**config.mk**
```make
export PLATFORM = sky130hd
export DESIGN_NAME = lab3_3_led_monitor_flat
export DESIGN_NICKNAME = d
export VERILOG_FILES = /design/src/rtl/lab3_3_led_monitor_if.sv /design/src/rtl/lab3_3_led_monitor.sv /design/src/flat_wrapper.sv
export SDC_FILE = /design/constraint.sdc
export NUM_CORES = 1
export LEC_CHECK = 0
export ABC_AREA = 1
export ABC_CLOCK_PERIOD_IN_PS = 11550
export CAP_MARGIN = 20
export CORE_ASPECT_RATIO = 0.5
export CORE_UTILIZATION = 40
export DETAILED_ROUTE_END_ITERATION = 10
export PLACE_DENSITY = 0.64
export SLEW_MARGIN = 20
export SYNTH_ARGS = -nofsm -noshare
export SYNTH_HDL_FRONTEND = slang
export SYNTH_SLANG_ARGS = --single-unit
```
**constraint.sdc**
```tcl
create_clock -name clk -period 11.55 [get_ports clk]
set_input_delay 3.465 -clock clk [delete_from_list [all_inputs] [get_ports clk]]
set_output_delay 3.465 -clock clk [all_outputs]
set_load 0.01 [all_outputs]
```
**src/rtl/lab3_3_led_monitor_if.sv**
```systemverilog
// LED bus plus decoded monitor outputs for the lab3_3 bouncing-object animation.
// The animation side (master) drives the bus; the monitor (slave) drives the decode results.
interface lab3_3_led_monitor_if #(
  parameter int CNT_W = 8
);
  logic [15:0]      led;
  logic [3:0]       pos_a;
  logic [3:0]       pos_b;
  logic [3:0]       pos_m;
  logic             dir_a;
  logic             dir_b;
  logic             dir_m;
  logic [CNT_W-1:0] bounce_cnt;
  logic             upd;
  logic             locked;
  logic             err;

  modport master (
    output led,
    input  pos_a, pos_b, pos_m, dir_a, dir_b, dir_m, bounce_cnt, upd, locked, err
  );

  modport slave (
    input  led,
    output pos_a, pos_b, pos_m, dir_a, dir_b, dir_m, bounce_cnt, upd, locked, err
  );
endinterface

```
**src/rtl/lab3_3_led_monitor.sv**
```systemverilog
// Passive observer of the 16-bit lab3_3 LED bus: synchronizes it, accepts each new stable
// frame, decodes the positions of A, B and block M, tracks directions, counts bounces and
// raises a sticky error on illegal frames or on objects jumping more than one LED.
module lab3_3_led_monitor #(
  parameter int CNT_W = 8
) (
  input  logic                 clk,
  input  logic                 rst,
  lab3_3_led_monitor_if.slave  bus
);

  typedef enum logic {ACQUIRE = 1'b0, TRACK = 1'b1} state_t;

  state_t           state_q, state_d;
  logic [15:0]      s1_q, s2_q, s3_q, last_q;
  logic [3:0]       pos_a_q, pos_a_d, pos_b_q, pos_b_d, pos_m_q, pos_m_d;
  logic             dir_a_q, dir_a_d, dir_b_q, dir_b_d, dir_m_q, dir_m_d;
  logic [CNT_W-1:0] cnt_q, cnt_d;
  logic             upd_q, upd_d;
  logic             err_q, err_d;

  logic             accept;
  logic [4:0]       pop;
  logic [3:0]       pa, pb, pm;
  logic [15:0]      rem;
  logic             legal;

  // An object moved up by one when new = old + 1, computed wide so 15 never wraps to 0.
  function automatic logic step_up(input logic [3:0] nw, input logic [3:0] od);
    return {1'b0, nw} == ({1'b0, od} + 5'd1);
  endfunction

  function automatic logic step_dn(input logic [3:0] nw, input logic [3:0] od);
    return ({1'b0, nw} + 5'd1) == {1'b0, od};
  endfunction

  // Frame decode of the synchronized bus: popcount, outer single LEDs, and the 3-LED block.
  always_comb begin
    pop = '0;
    pa  = '0;
    pb  = '0;
    pm  = '0;
    for (int i = 0; i < 16; i++) begin
      if (s2_q[i]) begin
        pa  = 4'(i);
        pop = pop + 5'd1;
      end
    end
    for (int i = 15; i >= 0; i--) begin
      if (s2_q[i]) pb = 4'(i);
    end
    rem = s2_q & ~(16'h0001 << pa) & ~(16'h0001 << pb);
    for (int i = 15; i >= 0; i--) begin
      if (rem[i]) pm = 4'(i);
    end
    legal = (pop == 5'd5) && (rem == (16'h0007 << pm)) && (pb < pm) &&
            (({1'b0, pm} + 5'd2) < {1'b0, pa});
  end

  assign accept = (s2_q == s3_q) && (s2_q != last_q);

  // Per-frame tracking: acquire positions, follow single steps, count reversals, flag errors.
  always_comb begin
    logic ua, da, ub, db, um, dm, jump;
    logic ba, bb, bm;
    logic [1:0]     nb;
    logic [CNT_W:0] sum;
    state_d = state_q;
    pos_a_d = pos_a_q;
    pos_b_d = pos_b_q;
    pos_m_d = pos_m_q;
    dir_a_d = dir_a_q;
    dir_b_d = dir_b_q;
    dir_m_d = dir_m_q;
    cnt_d   = cnt_q;
    err_d   = err_q;
    upd_d   = 1'b0;
    ua = step_up(pa, pos_a_q);
    da = step_dn(pa, pos_a_q);
    ub = step_up(pb, pos_b_q);
    db = step_dn(pb, pos_b_q);
    um = step_up(pm, pos_m_q);
    dm = step_dn(pm, pos_m_q);
    jump = (!(ua || da) && (pa != pos_a_q)) ||
           (!(ub || db) && (pb != pos_b_q)) ||
           (!(um || dm) && (pm != pos_m_q));
    ba = (ua && dir_a_q) || (da && !dir_a_q);
    bb = (ub && dir_b_q) || (db && !dir_b_q);
    bm = (um && dir_m_q) || (dm && !dir_m_q);
    nb  = {1'b0, ba} + {1'b0, bb} + {1'b0, bm};
    sum = {1'b0, cnt_q} + {{(CNT_W-1){1'b0}}, nb};
    if (accept) begin
      upd_d = 1'b1;
      if (!legal) begin
        err_d   = 1'b1;
        state_d = ACQUIRE;
      end else begin
        pos_a_d = pa;
        pos_b_d = pb;
        pos_m_d = pm;
        state_d = TRACK;
        if (state_q == TRACK) begin
          if (jump) begin
            err_d = 1'b1;
          end else begin
            if (ua) dir_a_d = 1'b0;
            if (da) dir_a_d = 1'b1;
            if (ub) dir_b_d = 1'b0;
            if (db) dir_b_d = 1'b1;
            if (um) dir_m_d = 1'b0;
            if (dm) dir_m_d = 1'b1;
            cnt_d = sum[CNT_W] ? {CNT_W{1'b1}} : sum[CNT_W-1:0];
          end
        end
      end
    end
  end

  // Synchronizer chain, accepted-frame memory and all tracking state.
  always_ff @(posedge clk or posedge rst) begin
    if (rst) begin
      s1_q    <= '0;
      s2_q    <= '0;
      s3_q    <= '0;
      last_q  <= '0;
      state_q <= ACQUIRE;
      pos_a_q <= '0;
      pos_b_q <= '0;
      pos_m_q <= '0;
      dir_a_q <= 1'b1;
      dir_b_q <= 1'b0;
      dir_m_q <= 1'b1;
      cnt_q   <= '0;
      upd_q   <= 1'b0;
      err_q   <= 1'b0;
    end else begin
      s1_q    <= bus.led;
      s2_q    <= s1_q;
      s3_q    <= s2_q;
      if (accept) last_q <= s2_q;
      state_q <= state_d;
      pos_a_q <= pos_a_d;
      pos_b_q <= pos_b_d;
      pos_m_q <= pos_m_d;
      dir_a_q <= dir_a_d;
      dir_b_q <= dir_b_d;
      dir_m_q <= dir_m_d;
      cnt_q   <= cnt_d;
      upd_q   <= upd_d;
      err_q   <= err_d;
    end
  end

  assign bus.pos_a      = pos_a_q;
  assign bus.pos_b      = pos_b_q;
  assign bus.pos_m      = pos_m_q;
  assign bus.dir_a      = dir_a_q;
  assign bus.dir_b      = dir_b_q;
  assign bus.dir_m      = dir_m_q;
  assign bus.bounce_cnt = cnt_q;
  assign bus.upd        = upd_q;
  assign bus.locked     = (state_q == TRACK);
  assign bus.err        = err_q;

endmodule
```
**src/flat_wrapper.sv**
```systemverilog
// flat-port wrapper written by rule: the top's interface ports become plain ports
module lab3_3_led_monitor_flat 
#(
  parameter int CNT_W = 8
)
  (clk, rst, bus_led, bus_pos_a, bus_pos_b, bus_pos_m, bus_dir_a, bus_dir_b, bus_dir_m, bus_bounce_cnt, bus_upd, bus_locked, bus_err);
  lab3_3_led_monitor_if #(.CNT_W(CNT_W)) bus_i ();
  input  logic clk;
  input  logic rst;
  input wire logic [$bits(bus_i.led)-1:0] bus_led;
  output wire logic [$bits(bus_i.pos_a)-1:0] bus_pos_a;
  output wire logic [$bits(bus_i.pos_b)-1:0] bus_pos_b;
  output wire logic [$bits(bus_i.pos_m)-1:0] bus_pos_m;
  output wire logic [$bits(bus_i.dir_a)-1:0] bus_dir_a;
  output wire logic [$bits(bus_i.dir_b)-1:0] bus_dir_b;
  output wire logic [$bits(bus_i.dir_m)-1:0] bus_dir_m;
  output wire logic [$bits(bus_i.bounce_cnt)-1:0] bus_bounce_cnt;
  output wire logic [$bits(bus_i.upd)-1:0] bus_upd;
  output wire logic [$bits(bus_i.locked)-1:0] bus_locked;
  output wire logic [$bits(bus_i.err)-1:0] bus_err;
  assign bus_i.led = bus_led;
  assign bus_pos_a = bus_i.pos_a;
  assign bus_pos_b = bus_i.pos_b;
  assign bus_pos_m = bus_i.pos_m;
  assign bus_dir_a = bus_i.dir_a;
  assign bus_dir_b = bus_i.dir_b;
  assign bus_dir_m = bus_i.dir_m;
  assign bus_bounce_cnt = bus_i.bounce_cnt;
  assign bus_upd = bus_i.upd;
  assign bus_locked = bus_i.locked;
  assign bus_err = bus_i.err;
  lab3_3_led_monitor #(.CNT_W(CNT_W)) u_core (.clk(clk), .rst(rst), .bus(bus_i));
endmodule
```
Word level (Yosys, flattened, before mapping)
Index checks and enable logic that the tools add are counted.

Register bits after elaboration: 90. Bits of input ports: 18. Output and inout port bits: 26. Word-level logic and storage cells: 175.

Add/sub/neg operators: 25. $lt $le $gt $ge: 2. Equal/unequal tests: 15. Shift operators: 3. Multiplexer cells: 75. Bitwise logic cells: 5. Reduce and logical (&&, ||, !) cells: 36.

Operators with widths (count): $mux 4 (40); $mux 5 (15); $add 5x1->5 const B (14); $and 16x16->16 (2); $eq 16x16->1 (2); $not 16->16 (2); $shl 1x4->16 const A (2); $add 4x1->5 const B (6); $ne 16x16->1 (1); $shl 3x4->16 const A (1); $eq 4x5->1 (3); $eq 5x4->1 (3); $reduce_and 5->1 (3); $logic_and 1x1->1 (13); $mux 1 (13); $mux 3 (4); $ne 4x4->1 (3); $add 8x2->9 (1); $logic_or 1x1->1 (8); $mux 8 (1); $logic_not 1->1 (6); $reduce_bool 2->1 (3); $add 4x2->5 const B (1); $eq 5x3->1 const B (1); other kinds (12) (13).

Logic depth before layout (Yosys ltp)
Gate-level depths: netlist of run 1.

Depth after elaboration: 44. Gate-level depth with buffers: 56.

Worst setup path before layout of run 1
Ideal clock, no wire load.

Kind: register -> register. From: register u_core.s2_q[0]. To: register u_core.cnt_q[6], in the netlist u_core.bus.bounce_cnt[6]. Data arrival time: 8.021 ns. Path slack: 3.412 ns. Cell stages (with the launch flop): 56. Period minus slack after synthesis: 8.138 ns. Cell sequence: dfrtp_1 -> inv_2 -> ha_1 -> inv_1 -> nand2_1 -> nand2_2 -> inv_1 -> ha_1 -> nand2_1 -> nand2_1 -> ha_1 -> or2_1 -> nand2_1 -> inv_1 -> ha_1 -> nand2_1 -> nand2_1 -> ha_1 -> [20 not listed] -> nand2_1 -> ha_1 -> or2_2 -> and2_1 -> ha_1 -> nand2_1 -> nand2_1 -> ha_1 -> nor2_1 -> nand2_1 -> o21ai_0 -> nand2_1 -> inv_1 -> nand4_1 -> nor3_2 -> nand3_1 -> nand2_1 -> nand2_1.

Word-level cells in the longest chain between the ends: 36. Elaborated cells between the ends (all ways): 92. Those cells by class: add/sub: 21; order compare: 2; eq/ne: 10; shift: 2; mux: 34; bitwise: 4; reduce/logical: 19.

Ends and longest elaborated chain: start, declared (RTL line lab3_3_led_monitor.sv:15) `logic [15:0] s1_q, s2_q, s3_q, last_q;`; start signal, assigned (RTL line lab3_3_led_monitor.sv:138) `s2_q <= s1_q;`; $mux 1 (RTL line lab3_3_led_monitor.sv:44) `if (s2_q[i]) begin`; $add 1x1->2 (RTL line lab3_3_led_monitor.sv:46) `pop = pop + 5'd1;`; $mux 5 (RTL line lab3_3_led_monitor.sv:44); $add 5x1->5 (RTL line lab3_3_led_monitor.sv:46); $mux 5 (RTL line lab3_3_led_monitor.sv:44); $add 5x1->5 (RTL line lab3_3_led_monitor.sv:46); $mux 5 (RTL line lab3_3_led_monitor.sv:44); $add 5x1->5 (RTL line lab3_3_led_monitor.sv:46); [18 not listed]; $mux 5 (RTL line lab3_3_led_monitor.sv:44); $add 5x1->5 (RTL line lab3_3_led_monitor.sv:46); $mux 5 (RTL line lab3_3_led_monitor.sv:44); $add 5x1->5 (RTL line lab3_3_led_monitor.sv:46); $mux 5 (RTL line lab3_3_led_monitor.sv:44); $eq 5x3->1 (RTL line lab3_3_led_monitor.sv:56) `legal = (pop == 5'd5) && (rem == (16'h0007 << pm)) && (pb < pm) &&`; $logic_and 1x1->1 (3 in series) (RTL line lab3_3_led_monitor.sv:56); $reduce_and 4->1 (no source line); end signal, assigned (RTL line lab3_3_led_monitor.sv:148) `cnt_q <= cnt_d;`; end, declared (RTL line lab3_3_led_monitor.sv:18) `logic [CNT_W-1:0] cnt_q, cnt_d;`.

Parallel ways exist; a longest one is shown, timed or not. A chain may end at the register's enable or synchronous reset.

Worst setup path after layout of run 1
From: register u_core.s2_q[0]. To: register u_core.cnt_q[5], in the netlist u_core.bus.bounce_cnt[5].

Same word-level chain as after synthesis.

==> results of run 1 <==
worst max-delay path, delay by kind of cell (launching register included):
family          cells  cell delay [ns]
compound gates      1             0.13
buf+inv             5             0.29
flops               1             0.51
simple gates       32             4.52
fa+ha+maj          14             4.00
logic make-up (layout without fill, tap and decap cells):
group                      count (synthesis)  count (layout)  share of synthesized area
and+or+nand+nor                          610             610                     0.3878
DFF                                       90              90                     0.2946
xor gates and xnor gates                  56              56                    0.06408
AOI/OAI and AO/OA                         86              86                    0.06768
adders and majority gates                 47              47                    0.07880
muxes                                      2               2                   0.002942
buffers and inverters                    179             215                     0.1041
power groups by stage:
stage / sequential (mW) / clock, mW / combinational [mW]
global placement: 0.343 / 0 / 0.268
CTS: 0.337 / 0.314 / 0.275
detailed placement: 0.343 / 0 / 0.273
floorplan: 0.333 / 0 / 0.225
finish: 0.337 / 0.308 / 0.274
global route: 0.338 / 0.328 / 0.316
cell usage after synthesis (all sizes together):
master  instances  area, sq um
a211oi          1        7.510
xor2           34        297.8
nor3            9        55.05
or2            14        87.58
dfrtp          88         2202
nor3b           2        20.02
nand3         130        715.7
a21o            1        7.510
o41ai           1        8.760
buf            22        196.4
nand2b          1        6.260
and3            1        6.260
nor2           96        505.5
o21ai          41        209.0
nand3b          8        60.06
nand4          24        165.2
mux2            2        22.52
o211ai          4        40.03
a21oi          31        188.9
fa              2        40.04
a21boi          2        15.02
a31oi           1        6.260
inv           150        568.0
nand2         320         1313
a311oi          1        8.760
nor4            3        18.77
xnor2          22        192.7
dfstp           2        52.55
clkbuf          3        11.26
a22oi           1        7.510
o21bai          2        18.77
clkinv          4        21.27
nor4b           1        8.760
ha             45        563.0
and2            1        6.260
final cells by class:
cell class                      count  area (sq um)
Fill cell                        1902         10030
Multi-Input combinational cell    801          4607
Sequential cell                    90          2255
Inverter                          154         591.8
Timing Repair Buffer               45         449.2
Tap cell                          259         324.1
Clock buffer                        9         225.2
Clock inverter                      7         87.58
path summary, 6_finish.rpt:
kind	from	endpoint	slack, ns
max reg2reg	u_core.s2_q[0]$_DFF_PP0_	u_core.bus.bounce_cnt[5]$_DFFE_PP0P_	1.98
min reg2reg	u_core.s1_q[15]$_DFF_PP0_	u_core.s2_q[15]$_DFF_PP0_	0.35
max in group asynchronous	rst	u_core.bus.pos_a[3]$_DFFE_PP0N_	7.24
min	u_core.s1_q[15]$_DFF_PP0_	u_core.s2_q[15]$_DFF_PP0_	0.35
min in group asynchronous	rst	u_core.s1_q[6]$_DFF_PP0_	3.36
max	u_core.s2_q[0]$_DFF_PP0_	u_core.bus.bounce_cnt[5]$_DFFE_PP0P_	1.98
sequential cells by signal, indices dropped and copies added, names as in the netlist:
name                   cells
u_core.bus.bounce_cnt      8
u_core.bus.dir_a           1
u_core.bus.dir_b           1
u_core.bus.dir_m           1
u_core.bus.err             1
u_core.bus.locked          1
u_core.bus.pos_a           4
u_core.bus.pos_b           4
u_core.bus.pos_m           4
u_core.bus.upd             1
u_core.last_q             16
u_core.s1_q               16
u_core.s2_q               16
u_core.s3_q               16
through the flow:
step / total power [mW] / hold WS [ns] / util / cells / instance area, sq um
2_1_floorplan: 0.5582 / 0.3312 / - / 1070 / 7654
3_3_place_gp: 0.6108 / 0.3330 / 0.4429 / 1349 / 8223
3_5_place_dp: 0.6162 / 0.3347 / 0.4429 / 1349 / 8223
4_1_cts: 0.9258 / 0.3507 / 0.4597 / 1365 / 8536
5_1_grt: 0.9820 / 0.3543 / 0.4599 / 1365 / 8539
6_report: 0.9195 / 0.3489 / 0.4599 / 1365 / 8539
layer usage:
metal | track usage | wire length (um)
met5 | 0 | 0
met2 | 0.3107 | 8207
met3 | 0.03562 | 914
met4 | 0.04293 | 281
met1 | 0.2761 | 9305
==> summary.md, run 1 <==
| Metric | Value |
|---|---|
| First-pass GRT wire length | `30.79 mm` |
| Worst skew pair latency | `0.34 ns` |
| Die Y | `99.81 um` |
| Crit Path Class | `flop to flop` |
| Max Cap Violations | `0` |
| Nets@finish | `approximately 1200` |
| CTS tree | `built` |
| Post-Syn Nets | `between 1000 and 1500` |
| Most frequent cells in the layout | `nand2_1 (295), inv_1 (133), nand3_1 (117)` |
| WL final | `18.71 mm` |
| Power density over the cells | `107.7 mW/mm^2` |
| Endpoints failing setup | `0` |
| PnR worst setup slack | `a little under 2 ns` |
| CP Data Arrival Time | `9.83 ns` |
| All-Layer GR Usage | `0.1952` |
| CP endpoint kind | `flop` |
| Yosys warns | `0` |
| Final clock skew | `0.01013 ns` |
| DIE AREA | `between 0.015 and 0.02 sq mm` |
| TritonCTS Buffers | `9` |
| DRC | `0` |
| Clock sink total | `90` |
| CTS root buf | `clkbuf_16` |
| # IOs | `44` |
| CP most frequent cell | `nand2_1` |
| Comb pwr share | `0.298` |
| Achievable Freq | `104.5 MHz` |
| Initial DRT Pass Iterations | `5` |
| Reg2reg path depth | `52` |
| Dpl hpwl | `between 10 and 15 mm` |
| CTS Buffer Depth | `2` |
| Reg power frac | `0.367` |
| H-tree lvl count | `3` |
| Most common cell after layout, fill and taps aside | `nand2_1` |
| Synth unique cells | `60` |
| Yosys reg bits | `90` |
| Port buffer count | `43` |
| DR vias/cell | `4.942` |
| Slew headroom | `0.3003` |
| Share of layout cells above drive strength 1 | `0.1184` |
| DR iter-0 viols | `420` |
| Worst vdd ir | `0.00008694 V` |
| Final Hold Fails | `0` |
| Post-Syn Area | `0.007654 sq mm` |
| Syn avg cell area | `7.153 sq um` |
| Status | `finished clean` |
| Area growth syn-to-layout | `11.57%` |
| Overflow after GRT | `0` |
| Clock Power Share | `0.335` |
| Req. time, crit path | `between 10 and 15 ns` |
| Routability cong. | `0.9287` |
| Initial antenna violation count | `0` |
| P_leak | `about 4.4 nW` |
| Fin. max-slew vios | `0` |
| Crit start category | `flop` |
| Internal power | `just under 0.6 mW` |
| Hold buffer count at CTS | `0` |
| Switching share of power | `0.3544` |
| Post-route ant nets | `0` |
| CP max stage delay | `a little over 0.8 ns` |
| Final period util | `0.8283` |
| Row count | `35` |
| Post-CTS setup buffers | `0` |
| Syn Inst Count | `1070` |
| Pre-CTS setup slack | `2.003 ns` |
| Seq/Total Area, Yosys | `0.2946` |
| Diodes inserted | `0` |
| NetSw | `0.3259 mW` |
| RSZ-0062 raised after global routing | `no` |
| Die W | `a little under 200 um` |
| Largest net degree at the start of global routing | `80` |
| Initial Util | `0.4122` |
| Max Fanout on Critical Path | `38` |
| Slew @ Worst Pin | `between 1 and 1.5 ns` |
| Final min period | `between 9 and 10 ns` |
| Post-Route Setup TNS | `0 ns` |
| Core Box Area | `0.01857 sq mm` |
| Post_cts resized | `0` |
| Vias post-DR | `6746` |
| Vias in the first global route | `around 6200` |
| Clk slew on worst S/H paths | `about 0.07 ns` |
| HP Class | `flop to flop` |
| Avg WL per Cell | `13.71 um` |
| Critical path's slowest cell | `nor2_4` |
| WHS Path Cells | `0` |
Power figures use the tool's default switching activity.
==> run 2, diff against run 1 <==
- ABC_CLOCK_PERIOD_IN_PS: 11550 -> 9400
- clock period: 11.55 -> 9.4 ns (I/O delays scaled with it)
==> summary.md, run 2 (same netlist as run 1, synthesis figures left out) <==
| Metric | Value |
|---|---|
| DRC | `0 (unchanged)` |
| Most frequent cells in the layout | `nand2_1 (291), inv_1 (133), nand3_1 (116)` |
| Initial Util | `0.4122 (unchanged)` |
| Final cell count without fillers | `1384 (+1.4%)` |
| Max Cap Violations | `0 (unchanged)` |
| Clk slew on worst S/H paths | `0.07 ns (about the same)` |
| Routability cong. | `0.9169 (-1.3%)` |
| DIE AREA | `0.01972 sq mm (unchanged)` |
| Critical path's slowest cell | `dfrtp_2` |
| Crit Path Class | `flop to flop` |
| Power density over the cells | `131.1 mW/mm^2 (+22%)` |
| Status | `finished clean` |
| Area growth syn-to-layout | `14.01%` |
| Avg WL per Cell | `13.75 um (+0.35%)` |
| DR vias/cell | `4.957 (+0.31%)` |
| Crit start category | `flop` |
| Die Y | `99.81 um (unchanged)` |
| CTS root buf | `clkbuf_16` |
| Initial DRT Pass Iterations | `5 (unchanged)` |
| Row count | `35 (unchanged)` |
| Vias post-DR | `6861 (+1.7%)` |
| Worst vdd ir | `0.00008261 V (-5.0%)` |
| Fin. max-slew vios | `0 (unchanged)` |
| Post-Route Setup TNS | `0 ns (unchanged)` |
| First-pass GRT wire length | `30.97 mm (+0.58%)` |
| CP max stage delay | `0.45 ns (-0.36 ns)` |
| Max Fanout on Critical Path | `6 (-84%)` |
| Achievable Freq | `112.8 MHz (+7.9%)` |
| RSZ-0062 raised after global routing | `yes` |
| Comb pwr share | `0.303 (+0.005)` |
| Reg power frac | `0.361 (-0.006)` |
| Buf/Inv on CP | `6 (+1)` |
| Switching share of power | `0.3577 (+0.003283)` |
| CP Data Arrival Time | `9.09 ns (-0.74 ns)` |
| Slew headroom | `0.4316 (+0.1313)` |
| Post-route ant nets | `0 (unchanged)` |
| Cell count after placement | `1354 (+0.37%)` |
| Initial antenna violation count | `0 (unchanged)` |
| CP endpoint kind | `flop` |
| NetSw | `0.4092 mW (+26%)` |
| TritonCTS Buffers | `9 (unchanged)` |
| Nets@finish | `1185 (+1.6%)` |
| Internal power | `0.7347 mW (+24%)` |
| Worst skew pair latency | `0.35 ns (about the same)` |
| Final min period | `8.864 ns (-0.7032 ns)` |
| # IOs | `44 (unchanged)` |
| Clock Power Share | `0.336 (about the same)` |
| Port buffer count | `43 (unchanged)` |
| Vias in the first global route | `6417 (+2.8%)` |
| H-tree lvl count | `3 (unchanged)` |
| HP Class | `flop to flop` |
| Largest net degree at the start of global routing | `67 (-16%)` |
| Hold buffer count at CTS | `0 (unchanged)` |
| Endpoints failing setup | `0 (unchanged)` |
| CP top delay family | `adder cells` |
| Req. time, crit path | `9.62 ns (-2.20 ns)` |
| Die W | `197.6 um (unchanged)` |
| Core Box Area | `0.01857 sq mm (unchanged)` |
| WL final | `19.04 mm (+1.7%)` |
| Layout filler cell count | `1884 (-0.95%)` |
| Final Hold Fails | `0 (unchanged)` |
| Most common cell after layout, fill and taps aside | `nand2_1` |
| Diodes inserted | `0 (unchanged)` |
| Final period util | `0.9430 (+0.1146)` |
| All-Layer GR Usage | `0.1973 (+0.002073)` |
| Share of layout cells above drive strength 1 | `0.1413 (+0.02289)` |
| DR iter-0 viols | `431 (+2.6%)` |
| CTS Buffer Depth | `2 (unchanged)` |
| Clock sink total | `90 (unchanged)` |
| Overflow after GRT | `0 (unchanged)` |
| Dpl hpwl | `14.62 mm (+1.1%)` |
| Final clock skew | `0.008971 ns (-0.001159 ns)` |
| Slew @ Worst Pin | `0.8526 ns (-0.1945 ns)` |
| CTS tree | `built` |
| P_leak | `4.555 nW (+2.4%)` |
| FF+latch area | `0.002258 sq mm (+0.17%)` |
| Area of the multi-input gates | `0.004647 sq mm (+0.87%)` |
| CP most frequent cell | `nand2_1` |
run 2: final cells by class:
| class | instances | share of cell area |
|---|---|---|
| Inverter | 154 | 0.06840 |
| Sequential cell | 90 | 0.2588 |
| Multi-Input combinational cell | 802 | 0.5325 |
| Tap cell | 259 | 0.03714 |
| Clock buffer | 9 | 0.02581 |
| Timing Repair Buffer | 63 | 0.06696 |
| Clock inverter | 7 | 0.01032 |
run 2: metrics by stage:
step           hold WS [ns]  power [mW]  utilization  area [sq um]  worst slack [ns]
2_1_floorplan        0.3312      0.6859            -          7654             1.262
3_3_place_gp         0.3341      0.7509       0.4449          8260            0.4152
3_5_place_dp         0.3364      0.7577       0.4449          8260            0.1538
4_1_cts              0.3546       1.147       0.4619          8576            0.1045
5_1_grt              0.3587       1.227       0.4699          8726          -0.06307
6_report             0.3508       1.144       0.4699          8726            0.5359
run 2: final timing paths:
path                                            from                                    to  slack (ns)  cells past startpoint
max                         u_core.s2_q[0]$_DFF_PP0_  u_core.bus.bounce_cnt[1]$_DFFE_PP0P_        0.54                     54
min                        u_core.s1_q[13]$_DFF_PP0_             u_core.s2_q[13]$_DFF_PP0_        0.35                      0
max reg2reg                 u_core.s2_q[0]$_DFF_PP0_  u_core.bus.bounce_cnt[1]$_DFFE_PP0P_        0.54                     54
min reg2reg                u_core.s1_q[13]$_DFF_PP0_             u_core.s2_q[13]$_DFF_PP0_        0.35                      0
max in group asynchronous                        rst              u_core.s2_q[1]$_DFF_PP0_        5.44                      3
min in group asynchronous                        rst              u_core.s1_q[2]$_DFF_PP0_        2.77                      2
run 2: metal layers:
layer | wire length [um] | vias up | GRT usage | part of all wire
met3 | 763 | 18 | 0.03091 | 0.040
li1 | - | 3511 | - | -
met5 | 0 | - | 0 | 0
met4 | 204 | 0 | 0.04592 | 0.011
met2 | 8342 | 129 | 0.3150 | 0.44
met1 | 9725 | 3203 | 0.2808 | 0.51
run 2: timing repair:
action	in CTS	in global routing
resized for setup	0	13
setup buffers	0	13
setup endpoints to repair	0	24
run 2: power by group through the flow:
stage          clock (mW)  sequential (mW)  combinational [mW]
2_1_floorplan           0            0.409               0.276
3_3_place_gp            0            0.420               0.331
3_5_place_dp            0            0.420               0.337
4_1_cts             0.394            0.413               0.340
5_1_grt             0.412            0.414               0.400
6_report            0.384            0.413               0.346
==> run 3, diff against run 2 <==
- CAP_MARGIN: 20 -> 5
- REMOVE_ABC_BUFFERS: not set -> 1
==> summary.md, run 3 (same netlist as run 1, synthesis figures left out) <==
| Metric | Value |
|---|---|
| Status | `finished clean` |
| DIE AREA | `0.01972 sq mm (unchanged)` |
| Routability cong. | `0.9011 (-1.7%)` |
| Slew headroom | `0.4104 (-0.02121)` |
| Critical path's slowest cell | `dfrtp_2` |
| Diodes inserted | `0 (unchanged)` |
| Most common cell after layout, fill and taps aside | `nand2_1` |
| Core Box Area | `0.01857 sq mm (unchanged)` |
| Max Fanout on Critical Path | `7 (+1)` |
| CTS tree | `built` |
| Final clock skew | `0.009466 ns (+0.0004950 ns)` |
| Die Y | `99.81 um (unchanged)` |
| WL final | `18.70 mm (-1.8%)` |
| Largest net degree at the start of global routing | `70 (+4.5%)` |
| All-Layer GR Usage | `0.1965 (-0.0007253)` |
| Most frequent cells in the layout | `nand2_1 (293), inv_1 (133), nand3_1 (115)` |
| CP max stage delay | `0.42 ns (-0.03 ns)` |
| Power density over the cells | `131.3 mW/mm^2 (+0.14%)` |
| Final Hold Fails | `0 (unchanged)` |
| # IOs | `44 (unchanged)` |
| CTS Buffer Depth | `2 (unchanged)` |
| Crit Path Class | `flop to flop` |
| RSZ-0062 raised after global routing | `no` |
| Fin. max-slew vios | `0 (unchanged)` |
| Cell count after placement | `1352 (-0.15%)` |
| Initial antenna violation count | `0 (unchanged)` |
| Req. time, crit path | `9.62 ns (about the same)` |
| Share of layout cells above drive strength 1 | `0.1318 (-0.009495)` |
| H-tree lvl count | `3 (unchanged)` |
| Post-route ant nets | `0 (unchanged)` |
| Hold slack | `0.3497 ns (-0.001133 ns)` |
| Final min period | `8.801 ns (-0.06284 ns)` |
| Initial Util | `0.4122 (unchanged)` |
| Initial DRT Pass Iterations | `5 (unchanged)` |
| Worst vdd ir | `0.00007359 V (-11%)` |
| Vias post-DR | `6884 (+0.34%)` |
| Nets@finish | `1175 (-0.84%)` |
| Max Cap Violations | `0 (unchanged)` |
| P_leak | `4.505 nW (-1.1%)` |
| Port buffer count | `43 (unchanged)` |
| Die W | `197.6 um (unchanged)` |
| Worst skew pair latency | `0.35 ns (about the same)` |
| Final cell count without fillers | `1374 (-0.72%)` |
| Dpl hpwl | `14.61 mm (-0.12%)` |
| DRC | `0 (unchanged)` |
| Achievable Freq | `113.6 MHz (+0.71%)` |
| Endpoints failing setup | `0 (unchanged)` |
| Slew @ Worst Pin | `0.8844 ns (+0.03182 ns)` |
| Final period util | `0.9363 (-0.006686)` |
| CP most frequent cell | `nand2_1` |
| CP Data Arrival Time | `9.03 ns (-0.06 ns)` |
| Overflow after GRT | `0 (unchanged)` |
| Area growth syn-to-layout | `12.98%` |
| Avg WL per Cell | `13.61 um (-1.1%)` |
| HP Class | `flop to flop` |
| TritonCTS Buffers | `9 (unchanged)` |
| Post-Route Setup TNS | `0 ns (unchanged)` |
| CTS root buf | `clkbuf_16` |
| Row count | `35 (unchanged)` |
| Vias in the first global route | `6209 (-3.2%)` |
| Clock sink total | `90 (unchanged)` |
| DR vias/cell | `5.010 (+1.1%)` |
| Crit start category | `flop` |
| Clk slew on worst S/H paths | `0.07 ns (about the same)` |
| DR iter-0 viols | `413 (-4.2%)` |
| CP endpoint kind | `flop` |
| First-pass GRT wire length | `30.93 mm (-0.16%)` |
## run 3: cell types whose count changed in the layout (fill, tap and decap cells not counted), sizes merged
cell      before  now
buf           20   11
nor2          97   96
clkinvlp       0    1
clkbuf         9   10
inv          155  153
## run 3: layout make-up
type,instances,area (sq um)
inverters,154,591.8
multi-input cells,801,4634
clock inverters,6,71.32
clock buffers,10,239.0
well taps,259,324.1
repair buffers,54,529.3
fillers,1888,9921
flip-flops and latches,90,2257
## run 3: repair_timing
action / 4_1_cts / 5_1_grt
hold buffers: 0 / 0
buffers inserted: 0 / 6
endpoints found under the hold margin: 0 / 0
resized for setup: 0 / 8
endpoints found under the setup margin: 0 / 24
## run 3: worst max-delay path: cells and delay by family (launching register included)
kind                       cells  cell delay (ns)
AOI/OAI and AO/OA              1             0.14
adders and majority gates     14             3.86
buffers and inverters          6             0.55
DFF                            1             0.42
and+or+nand+nor               33             3.72
## run 3: path summary, 6_finish.rpt
| path | startpoint | endpoint | slack (ns) | depth (start not counted) |
|---|---|---|---|---|
| max in group asynchronous | rst | u_core.s2_q[1]$_DFF_PP0_ | 5.42 | 3 |
| min in group asynchronous | rst | u_core.s1_q[2]$_DFF_PP0_ | 2.77 | 2 |
| hold reg to reg | u_core.s1_q[12]$_DFF_PP0_ | u_core.s2_q[12]$_DFF_PP0_ | 0.35 | 0 |
| setup reg to reg | u_core.s2_q[0]$_DFF_PP0_ | u_core.bus.bounce_cnt[0]$_DFFE_PP0P_ | 0.60 | 54 |
| setup / recovery | u_core.s2_q[0]$_DFF_PP0_ | u_core.bus.bounce_cnt[0]$_DFFE_PP0P_ | 0.60 | 54 |
| hold / removal | u_core.s1_q[12]$_DFF_PP0_ | u_core.s2_q[12]$_DFF_PP0_ | 0.35 | 0 |
## run 3: stage by stage
stage	util	worst slack (ns)	cell area (sq um)	total power, mW
4_1_cts	0.4608	0.1462	8556	1.141
5_1_grt	0.4657	0.01714	8647	1.217
6_report	0.4657	0.5988	8647	1.135
2_1_floorplan	-	0.3364	7446	0.6805
3_3_place_gp	0.4441	0.4276	8245	0.7512
3_5_place_dp	0.4441	0.1802	8245	0.7569
## run 3: per-layer routing
metal  GRT usage  routed length (um)  share of wire
met1      0.2944                9328           0.50
met2      0.2960                8107           0.43
met3     0.03293                1118          0.060
met4     0.03936                 143         0.0076
met5           0                   0              0
## run 3: power breakdown
part / switching [mW] / internal [mW] / total, mW
registers: 0.0153 / 0.398 / 0.413
clock network: 0.163 / 0.217 / 0.380
logic: 0.220 / 0.122 / 0.342
total: 0.399 / 0.736 / 1.14
